--- src/rtl/spiketpu_pkg.sv ---
// spiketpu_pkg: shared FSM state encoding and default widths for the spike-count collector.
package spiketpu_pkg;
    typedef enum logic [1:0] {
        IDLE  = 2'd0,
        ACCUM = 2'd1,
        DRAIN = 2'd2
    } state_t;
    localparam int DEF_NUM_PE = 8;
    localparam int DEF_CNT_W  = 8;
    localparam int DEF_TS_W   = 16;
endpackage

--- src/rtl/spike_lane_counter.sv ---
// spike_lane_counter: one lane's spike counter with synchronous clear and enable.
// Defining SPIKE_COUNT_SATURATE_EN makes it hold at all-ones instead of wrapping.
module spike_lane_counter #(
    parameter int CNT_W = 8
) (
    input  logic             clk,
    input  logic             rstn,
    input  logic             clr_i,
    input  logic             en_i,
    output logic [CNT_W-1:0] count_o
);
    logic [CNT_W-1:0] cnt_q, cnt_d;

    always_comb begin
`ifdef SPIKE_COUNT_SATURATE_EN
        cnt_d = clr_i ? '0 : (en_i && cnt_q != '1) ? cnt_q + CNT_W'(1) : cnt_q;
`else
        cnt_d = clr_i ? '0 : en_i ? cnt_q + CNT_W'(1) : cnt_q;
`endif
    end

    always_ff @(posedge clk or negedge rstn) begin
        if (!rstn) cnt_q <= '0;
        else       cnt_q <= cnt_d;
    end

    assign count_o = cnt_q;
endmodule

--- src/rtl/spike_count_collector.sv ---
// spike_count_collector: counts per-lane PE spikes over a window of timesteps, then drains
// one (index, count) result per lane over a valid/ready handshake. Option: SPIKE_COUNT_SATURATE_EN.
module spike_count_collector
    import spiketpu_pkg::*;
#(
    parameter int  NUM_PE = DEF_NUM_PE,
    parameter int  CNT_W  = DEF_CNT_W,
    parameter int  TS_W   = DEF_TS_W,
    localparam int IDX_W  = (NUM_PE > 1) ? $clog2(NUM_PE) : 1
) (
    input  logic              clk,
    input  logic              rstn,
    input  logic              start,
    input  logic [TS_W-1:0]   num_steps,
    input  logic [NUM_PE-1:0] in_spikes,
    input  logic              in_valid,
    output logic              out_valid,
    input  logic              out_ready,
    output logic [IDX_W-1:0]  out_idx,
    output logic [CNT_W-1:0]  out_count,
    output logic              busy,
    output logic              done
);
    state_t           state_q, state_d;
    logic [TS_W-1:0]  steps_q, steps_d, len_q, len_d;
    logic [IDX_W-1:0] idx_q, idx_d;
    logic             done_q, done_d;
    logic [CNT_W-1:0] cnt [NUM_PE];
    logic             clr, last;

    assign clr  = (state_q == IDLE) && start;
    assign last = idx_q == IDX_W'(NUM_PE - 1);

    for (genvar i = 0; i < NUM_PE; i++) begin : g_lane
        spike_lane_counter #(.CNT_W(CNT_W)) u_cnt (
            .clk     (clk),
            .rstn    (rstn),
            .clr_i   (clr),
            .en_i    ((state_q == ACCUM) && in_valid && in_spikes[i]),
            .count_o (cnt[i])
        );
    end

    always_comb begin
        state_d = state_q;
        steps_d = steps_q;
        len_d   = len_q;
        idx_d   = idx_q;
        done_d  = 1'b0;
        case (state_q)
            IDLE: if (start) begin
                steps_d = '0;
                len_d   = num_steps;
                idx_d   = '0;
                state_d = (num_steps == '0) ? DRAIN : ACCUM;
            end
            ACCUM: if (in_valid) begin
                steps_d = steps_q + TS_W'(1);
                state_d = (steps_d == len_q) ? DRAIN : ACCUM;
            end
            DRAIN: if (out_ready) begin
                idx_d   = last ? '0 : idx_q + IDX_W'(1);
                state_d = last ? IDLE : DRAIN;
                done_d  = last;
            end
            default: state_d = IDLE;
        endcase
    end

    always_ff @(posedge clk or negedge rstn) begin
        if (!rstn) begin
            state_q <= IDLE;
            steps_q <= '0;
            len_q   <= '0;
            idx_q   <= '0;
            done_q  <= 1'b0;
        end else begin
            state_q <= state_d;
            steps_q <= steps_d;
            len_q   <= len_d;
            idx_q   <= idx_d;
            done_q  <= done_d;
        end
    end

    assign out_valid = state_q == DRAIN;
    assign out_idx   = idx_q;
    assign out_count = cnt[idx_q];
    assign busy      = state_q != IDLE;
    assign done      = done_q;
endmodule

--- config.mk ---
export PLATFORM = sky130hd
export DESIGN_NAME = spike_count_collector
export DESIGN_NICKNAME = d
export VERILOG_FILES = /design/src/rtl/spiketpu_pkg.sv /design/src/rtl/spike_lane_counter.sv /design/src/rtl/spike_count_collector.sv
export SDC_FILE = /design/constraint.sdc
export NUM_CORES = 1
export LEC_CHECK = 0
export CAP_MARGIN = 20
export CORE_MARGIN = 10
export CORE_UTILIZATION = 30
export DETAILED_ROUTE_END_ITERATION = 7
export SETUP_SLACK_MARGIN = 0.5
export SYNTH_ARGS = -nofsm -noshare
export SYNTH_HDL_FRONTEND = slang
export SYNTH_HIERARCHICAL = 1
export SYNTH_SLANG_ARGS = --single-unit
--- constraint.sdc ---
create_clock -name clk -period 2.3 [get_ports clk]
set_clock_uncertainty 0.15 [all_clocks]
set_input_delay 0.23 -clock clk [delete_from_list [all_inputs] [get_ports clk]]
set_output_delay 0.23 -clock clk [all_outputs]
set_load 0.01 [all_outputs]
# Word-level counts from Yosys, hierarchy flattened
# Cells that the tools add are included.
[classes]
bitwise = 1
add_sub_neg = 10
reduce_logical = 27
n_lt_le_gt_ge = 1
n_eq_ne = 7
mux = 35
[ops]
columns = ["operator", "count"]
rows = [
  ["$mux W8", 18],
  ["$add A8 B1 Y8 const B", 8],
  ["$mux W16", 2],
  ["$pmux W16 S2", 1],
  ["$bmux W8 S3", 1],
  ["$reduce_bool A2 Y1", 11],
  ["$add A16 B1 Y16 const B", 1],
  ["$eq A16 B16 Y1", 1],
  ["$logic_not A16 Y1", 1],
  ["$mux W2", 6],
  ["$logic_and A1 B1 Y1", 10],
  ["$mux W3", 3],
  ["$reduce_and A3 Y1", 3],
  ["$pmux W2 S3", 1],
  ["$pmux W3 S2", 1],
  ["$ge A4 B4 Y1 const B", 1],
  ["$ne A2 B2 Y1 const B", 2],
  ["$not A3 Y4", 1],
  ["$add A3 B1 Y3 const B", 1],
  ["$eq A3 B3 Y1 const B", 1],
  ["$eq A2 B1 Y1 const B", 1],
  ["$eq A2 B2 Y1 const B", 1],
  ["$logic_not A2 Y1", 1],
  ["$mux W1", 2],
  ["2 further kinds", 2],
]
[totals]
output_inout_bits = 14
register_bits = 102
input_bits = 29

# Longest topological paths before layout
# Gate-level depths: netlist (run 1).
[depth]
ltp_word = 5
mapped_depth = 8

# Hierarchy
# Netlist (run 1), hierarchy kept.
[modules_own_cells]
columns = ["mod", "seq_area_each_um2", "cells_per_inst", "area_each_um2", "instances"]
rows = [
  ["spike_lane_counter", 200.2, 37, 396.6, 8],
  ["spike_count_collector", 950.9, 270, 2885.3, 1],
]

# Worst setup path after synthesis (run 1)
# No wires, ideal clock.
[synth_timing]
kind = "register -> register"
start = "reg state_q[0]"
end = "reg g_lane[0].u_cnt.cnt_q[5]"
synth_period_minus_slack_ps = 2407
arrival_time_ps = 2180
slack_ps = -107
setup_time_ps = 77
stages_incl_launch_ff = 8
t_required_ps = 2073
cell_sequence = "dfrtp_1 or2_2 nor2_2 buf_2 buf_4 o2111ai_4 or3_1 a21oi_1"
[synth_via]
word_cells_on_any_way = 7
[synth_lines]
columns = ["element", "line_no", "rtl"]
rows = [
  ["from (decl)", "spike_count_collector.sv:24", "state_t state_q, state_d;"],
  ["from (signal assigned)", "spike_count_collector.sv:78", "state_q <= state_d;"],
  ["$logic_not A2 Y1 (*)", "spike_count_collector.sv:31", "assign clr = (state_q == IDLE) && start;"],
  ["$logic_and A1 B1 Y1 (*)", "spike_count_collector.sv:31", ""],
  ["via clr", "spike_count_collector.sv:29", "logic clr, last;"],
  ["$mux W8 or $reduce_bool A2 Y1 (tied branches)", "-", ""],
  ["to (signal assigned)", "spike_lane_counter.sv:24", "else cnt_q <= cnt_d;"],
  ["to (decl)", "spike_lane_counter.sv:12", "logic [CNT_W-1:0] cnt_q, cnt_d;"],
]
# The timed path passes the listed nets; every way through them passes the cells marked *.
# A chain may end at the register's enable or synchronous reset.

# Worst setup path in the final report (run 1)
[layout_timing]
start = "reg idx_q[0] (netlist: out_idx[0])"
end = "out out_count[6]"
[layout_via]
elab_chain_cells = 4
[layout_lines]
columns = ["element", "line_no", "rtl"]
rows = [
  ["from (decl)", "spike_count_collector.sv:26", "logic [IDX_W-1:0] idx_q, idx_d;"],
  ["from (signal assigned)", "spike_count_collector.sv:81", "idx_q <= idx_d;"],
  ["$not A3 Y4 (not written as such)", "spike_count_collector.sv:88", "assign out_count = cnt[idx_q];"],
  ["$bmux W8 S3", "spike_count_collector.sv:88", ""],
  ["$mux W8 (not written as such) (2 in series)", "spike_count_collector.sv:88", ""],
  ["to (decl)", "spike_count_collector.sv:20", "output logic [CNT_W-1:0] out_count,"],
]
# Every way passes these cells. The select of a mux whose other input is x is not followed.

==> results_dict.tcl, run 1 <==
set metrics [dict create \
    status "complete, but fails checks" \
    violations "setup timing" \
    drv_cap 0 \
    core_area_um2 19700 \
    start_util_pct 30.8 \
    netlist_area_um2 6060 \
    async_reset_ff_share_pct 100 \
    cts-root-buf "clkbuf_16" \
    stdcell_area_um2 9100 \
    yosysSeqAreaShare_pct 42.1 \
    power.density_nw_per_um2 792 \
    dp_cells 889 \
    grt_pass1_wl_um 28400 \
    die_area_um2 26300 \
    die_w_um 162 \
    relSlewSlack_pct 68.5 \
    arrival_ns 1.98 \
    ant_nets 0 \
    portBuffers 42 \
    cts_tree "yes" \
    cp-start-kind "flip-flop" \
    placed_area_um2 7070 \
    first_pass_iters 5 \
    vias 5144 \
    stdcell_count 980 \
    avgSynthCellArea_um2 10.7 \
    gp_congestion 0.859 \
    routed_via_density 5.25 \
    worstPathMaxFanout 8 \
    required_ns 1.92 \
    setup_tns_ns -0.366 \
    crit_type "reg2out" \
    timing.final.ws_setup_ns -0.0625 \
    wl_met3_um 824 \
    top_layer "met4" \
    antenna_found_initial 0 \
    wire_per_inst_um 18.4 \
    ir_drop_uv 386 \
    power_leakage_nw 3.63 \
    nets 750 \
    ys_warn_count 6 \
    hold_viol 0 \
    rows 51 \
    grtUsageTotal_pct 13.4 \
    endpoint_kind "output pin" \
    synth_edf_count 0 \
    clk_latency_ns 0.36 \
    ys_dominant_reg_cell "dfrtp_1" \
    layout_commonest_cell "dfrtp_1" \
    tightest_slew_ns 0.473 \
    rsz0062_at_grt "true" \
    pin_count 43 \
    grt_max_degree 43 \
    route.met2.wl_um 9150 \
    hold_path_class "in2async" \
    first_iter_violations 348 \
    cts_buffers 9 \
    grt_overflow 0 \
    fmax_ghz 0.423 \
    drt-total-wl_um 18000 \
    drc 0 \
    drv_slew 0 \
    die_h_um 162 \
    htreeDepth 3 \
    period_needed_ns 2.36 \
    ys_ff_latch 102 \
    grt_pass1_vias 5260 \
    fin_crit_sh_pct 103 \
    dp_hpwl_um 11400 \
    clock_path_buffers 2 \
    drt-met1-wl_um 7730 \
    final_cell_mix "dfrtp_1, buf_6, buf_4, nor2_1, clkdlybuf4s50_1" \
    fin_util_pct 46.3 \
    n_antenna_cell 0 \
    synth_cell_types 57 \
    layout-drive-gt1-share_pct 46.3 \
    syn_inst 566 \
    clock_sinks 102 \
    clk_pin_slew_worst_paths_ns 0.07 \
    setup-violations-final 7 \
    syn_nets 606 \
    area_growth_pct 50.2 \
]
report_power, final:
part           leakage, nW  total (W)  switching, W  internal, W
clock                0.136    0.00151      0.000751     0.000755
combinational         2.19    0.00282       0.00126      0.00156
sequential            1.30    0.00288      0.000635      0.00224
total                 3.63    0.00720       0.00265      0.00456
state kept, by name, indices dropped and copies added (netlist names):
signal                count
done                      1
g_lane.u_cnt/count_o     64
len_q                    16
out_idx                   3
state_q                   2
steps_q                  16
path summary, 6_finish.rpt:
check	start	to	slack, ns	cells past startpoint
min in group clk	in_valid	state_q[0]$_DFFE_PN0P_	0.33	2
hold / removal	rstn	len_q[8]$_DFFE_PN0P_	0.21	2
max in group asynchronous	rstn	out_idx[0]$_DFFE_PN0P_	1.17	3
hold reg to reg	len_q[12]$_DFFE_PN0P_	len_q[12]$_DFFE_PN0P_	0.38	1
setup reg to reg	steps_q[5]$_DFFE_PN0P_	state_q[1]$_DFFE_PN0P_	0.11	7
setup / recovery	out_idx[0]$_DFFE_PN0P_	out_count[6]	-0.06	5
per-stage QoR:
| step | total power (W) | worst slack, ns | hold slack (ns) |
|---|---|---|---|
| detailed placement | 0.00504 | -0.0738 | 0.0684 |
| finish | 0.00720 | -0.0625 | 0.208 |
| floorplan | 0.00414 | 0.155 | -0.216 |
| CTS | 0.00701 | -0.0705 | 0.221 |
| global placement | 0.00491 | 0.00549 | 0.0691 |
| global route | 0.00760 | -0.121 | 0.244 |
kinds of logic after synthesis:
family                     share of synthesized area, %
buffers and inverters                              3.96
adders and majority gates                          2.27
DFF                                                42.1
xor gates and xnor gates                           7.60
AOI/OAI and AO/OA                                  13.3
muxes                                              11.9
and+or+nand+nor                                    18.8
synth_stat cells (all sizes together) (8+ instances only):
cell type | count | area share (%)
dfrtp | 102 | 42
nor2 | 61 | 3.8
o21ai | 44 | 3.6
nand2 | 34 | 2.1
xor2 | 31 | 4.5
a21oi | 27 | 2.2
buf | 27 | 3.3
or3 | 26 | 2.7
mux2 | 25 | 4.6
nand3 | 25 | 2.2
nand4 | 23 | 2.7
xnor2 | 19 | 2.7
mux4 | 16 | 5.9
and2 | 11 | 1.1
ha | 11 | 2.3
mux2i | 8 | 1.3
nor4 | 8 | 1.8
o2111ai | 8 | 3.5
worst max-delay path, cell delays in order (launching register included):
cell	delay, ns
dfrtp_2	0.46
buf_6	0.14
buf_16	0.12
mux4_2	0.51
mux2_4	0.28
buf_6	0.12
routing by layer:
layer	track usage [%]	up-vias
li1	-	2384
met1	16.6	2591
met3	2.93	26
met2	22.8	143
met4	3.93	0
met5	0	-
repair_timing:
item | CTS | global route
endpoints found under the setup margin | 110 | 112
gates resized for setup | 258 | 68
hold buffers | 1 | 0
gates cloned | 10 | 0
buffers inserted | 53 | 11
endpoints found under the hold margin | 30 | 0
pin swaps | 83 | 42
layout make-up:
cell class | count | area, µm²
Tap cell | 265 | 332
Clock inverter | 6 | 53.8
Inverter | 4 | 15.0
Sequential cell | 102 | 2560
Fill cell | 1776 | 10600
Multi-Input combinational cell | 426 | 3970
Clock buffer | 10 | 229
Timing Repair Buffer | 167 | 1940
No activity file was read; power rests on OpenSTA's default activity.
==> run 2: changes to the inputs <==
CORE_MARGIN = 2   (was 10)
==> results_dict.tcl, run 2 (synthesis gave the netlist of run 1 again) <==
set metrics [dict create \
    grtUsageTotal_pct 17.0 \
    rsz0062_at_grt "true" \
    power.density_nw_per_um2 833 \
    p_comb_share_pct 39.1 \
    timing.final.ws_setup_ns -0.0933 \
    hold-worst-slack_ns 0.263 \
    setup-violations-final 7 \
    critPathBufInv 4 \
    largest_register_ffs 64 \
    status "complete, but fails checks" \
    period_needed_ns 2.39 \
    nets 746 \
    r2r-end "state_q[0]$_DFFE_PN0P_" \
    rows 51 \
    wire_per_inst_um 19.4 \
    violations "setup timing" \
    routed_via_density 5.27 \
    worstPathMaxFanout 4 \
    cp-start-kind "flip-flop" \
    crit_type "reg2out" \
    critical_path.slowest_cell "dfrtp_2" \
    clk_pin_slew_worst_paths_ns 0.07 \
    clk_latency_ns 0.36 \
    layout-drive-gt1-share_pct 46.7 \
    cts_buffers 9 \
    fmax_ghz 0.418 \
    dp_hpwl_um 11000 \
    drt-total-wl_um 18900 \
    ir_drop_uv 491 \
    arrival_ns 2.01 \
    p_int_w 0.00497 \
    n_antenna_cell 0 \
    layout_commonest_cell "dfrtp_1" \
    endpoint_kind "output pin" \
    portBuffers 42 \
    required_ns 1.92 \
    placed_area_um2 7080 \
    stdcell_count 976 \
    die_h_um 146 \
    gp_congestion 0.855 \
    r2r-start "steps_q[0]$_DFFE_PN0P_" \
    hold_viol 0 \
    grt_max_degree 42 \
    area_growth_pct 52.4 \
    dp_slack_ns -0.148 \
    drv_cap 0 \
    dp_cells 891 \
    grt_overflow 0 \
    first_pass_iters 4 \
    pwr-share-seq_pct 37.5 \
    r2r_setup_slack_ns 0.12 \
    htreeDepth 3 \
    switchingPower_w 0.00272 \
    antenna_found_initial 0 \
    p_clk_share_pct 23.4 \
    swShare_pct 35.3 \
    vias 5140 \
    critPathTopFamily "multiplexers" \
    cp_slowest_stage_delay_ns 0.43 \
    clock_path_buffers 2 \
    cts-root-buf "clkbuf_16" \
    grt_pass1_wl_um 28600 \
    ant_nets 0 \
    drc 0 \
    pin_count 43 \
    drv_slew 0 \
    tightest_slew_ns 0.594 \
    cpMostUsedCell "buf_6" \
    die_area_um2 21300 \
    relSlewSlack_pct 60.4 \
    path_cells "buf_6 > buf_12 > buf_16 > mux4_2 > mux2_4 > buf_6" \
    hold_path_class "in2async" \
    fin_util_pct 47.0 \
    grt_pass1_vias 5274 \
    stdcell_area_um2 9230 \
    cts_tree "yes" \
    final_cell_mix "dfrtp_1, buf_6, buf_4, nor2_4, nor2_1" \
    clock_sinks 102 \
    power_leakage_nw 3.67 \
    start_util_pct 30.8 \
    die_w_um 146 \
    first_iter_violations 382 \
    reg2reg_depth 7 \
    fin_crit_sh_pct 104 \
    core_area_um2 19700 \
]
[run 2: cell count changes in the layout (fill, tap and decap cells not counted), sizes merged, moves of 2 or more]
cell / before / now
bufinv: 0 / 3
inv: 7 / 5
buf: 133 / 122
clkbuf: 11 / 17
[run 2: through the flow]
step           total power, W  TNS [ns]
6_report              0.00769    -0.313
3_5_place_dp          0.00503    -0.451
4_1_cts               0.00728    -0.360
2_1_floorplan         0.00414         0
3_3_place_gp          0.00491    -0.104
5_1_grt               0.00809    -0.775
[run 2: what timing repair did]
action,4_1_cts,5_1_grt
buffers inserted,35,21
resized for setup,211,120
hold endpoints to repair,38,0
gates cloned,6,6
setup endpoints to repair,111,103
pin swaps,69,45
hold buffers,1,0
[run 2: how the worst max path moves through the flow]
stage / to / startpoint / depth (start not counted)
floorplan: g_lane[2].u_cnt/count_o[5]$_DFFE_PN0P_ / state_q[0]$_DFFE_PN0P_ / 7
global placement: g_lane[0].u_cnt/count_o[5]$_DFFE_PN0P_ / in_valid / 7
detailed placement: g_lane[0].u_cnt/count_o[5]$_DFFE_PN0P_ / in_valid / 7
CTS: out_count[2] / out_idx[0]$_DFFE_PN0P_ / 6
global route: out_count[1] / out_idx[0]$_DFFE_PN0P_ / 6
finish: out_count[1] / out_idx[0]$_DFFE_PN0P_ / 6
[run 2: layout make-up]
cell class / instances / area (µm²)
fill: 1774 / 10400
multi-input combinational: 427 / 4080
sequential: 102 / 2560
timing repair buffer: 162 / 1900
tap: 265 / 332
clock buffer: 11 / 243
clock inverter: 5 / 104
inverter: 4 / 15.0
[run 2: power by group through the flow]
stage / sequential, W / clock, W / combinational [W]
6_report: 0.00288 / 0.00180 / 0.00300
5_1_grt: 0.00294 / 0.00191 / 0.00324
4_1_cts: 0.00286 / 0.00184 / 0.00257
3_5_place_dp: 0.00285 / 0 / 0.00218
3_3_place_gp: 0.00282 / 0 / 0.00209
2_1_floorplan: 0.00281 / 0 / 0.00134
[run 2: worst reg2reg max path, stage by stage, from the launching register on]
cell and delay [ns]:
dfrtp_1 0.41, buf_4 0.20, nand2_1 0.14, or4b_1 0.50, a22oi_2 0.13, nand4_1 0.12, o31ai_2 0.29, o32ai_1 0.11
[run 2: per-layer routing]
layer  track usage (%)  vias to the layer above  wire, µm  part of all wire (%)
met1              21.5                     2615      7890                    42
met5                 0                        -         0                     0
li1                  -                     2347         -                     -
met4              5.24                        0       462                   2.4
met3              3.97                       38       927                   4.9
met2              28.8                      140      9610                    51
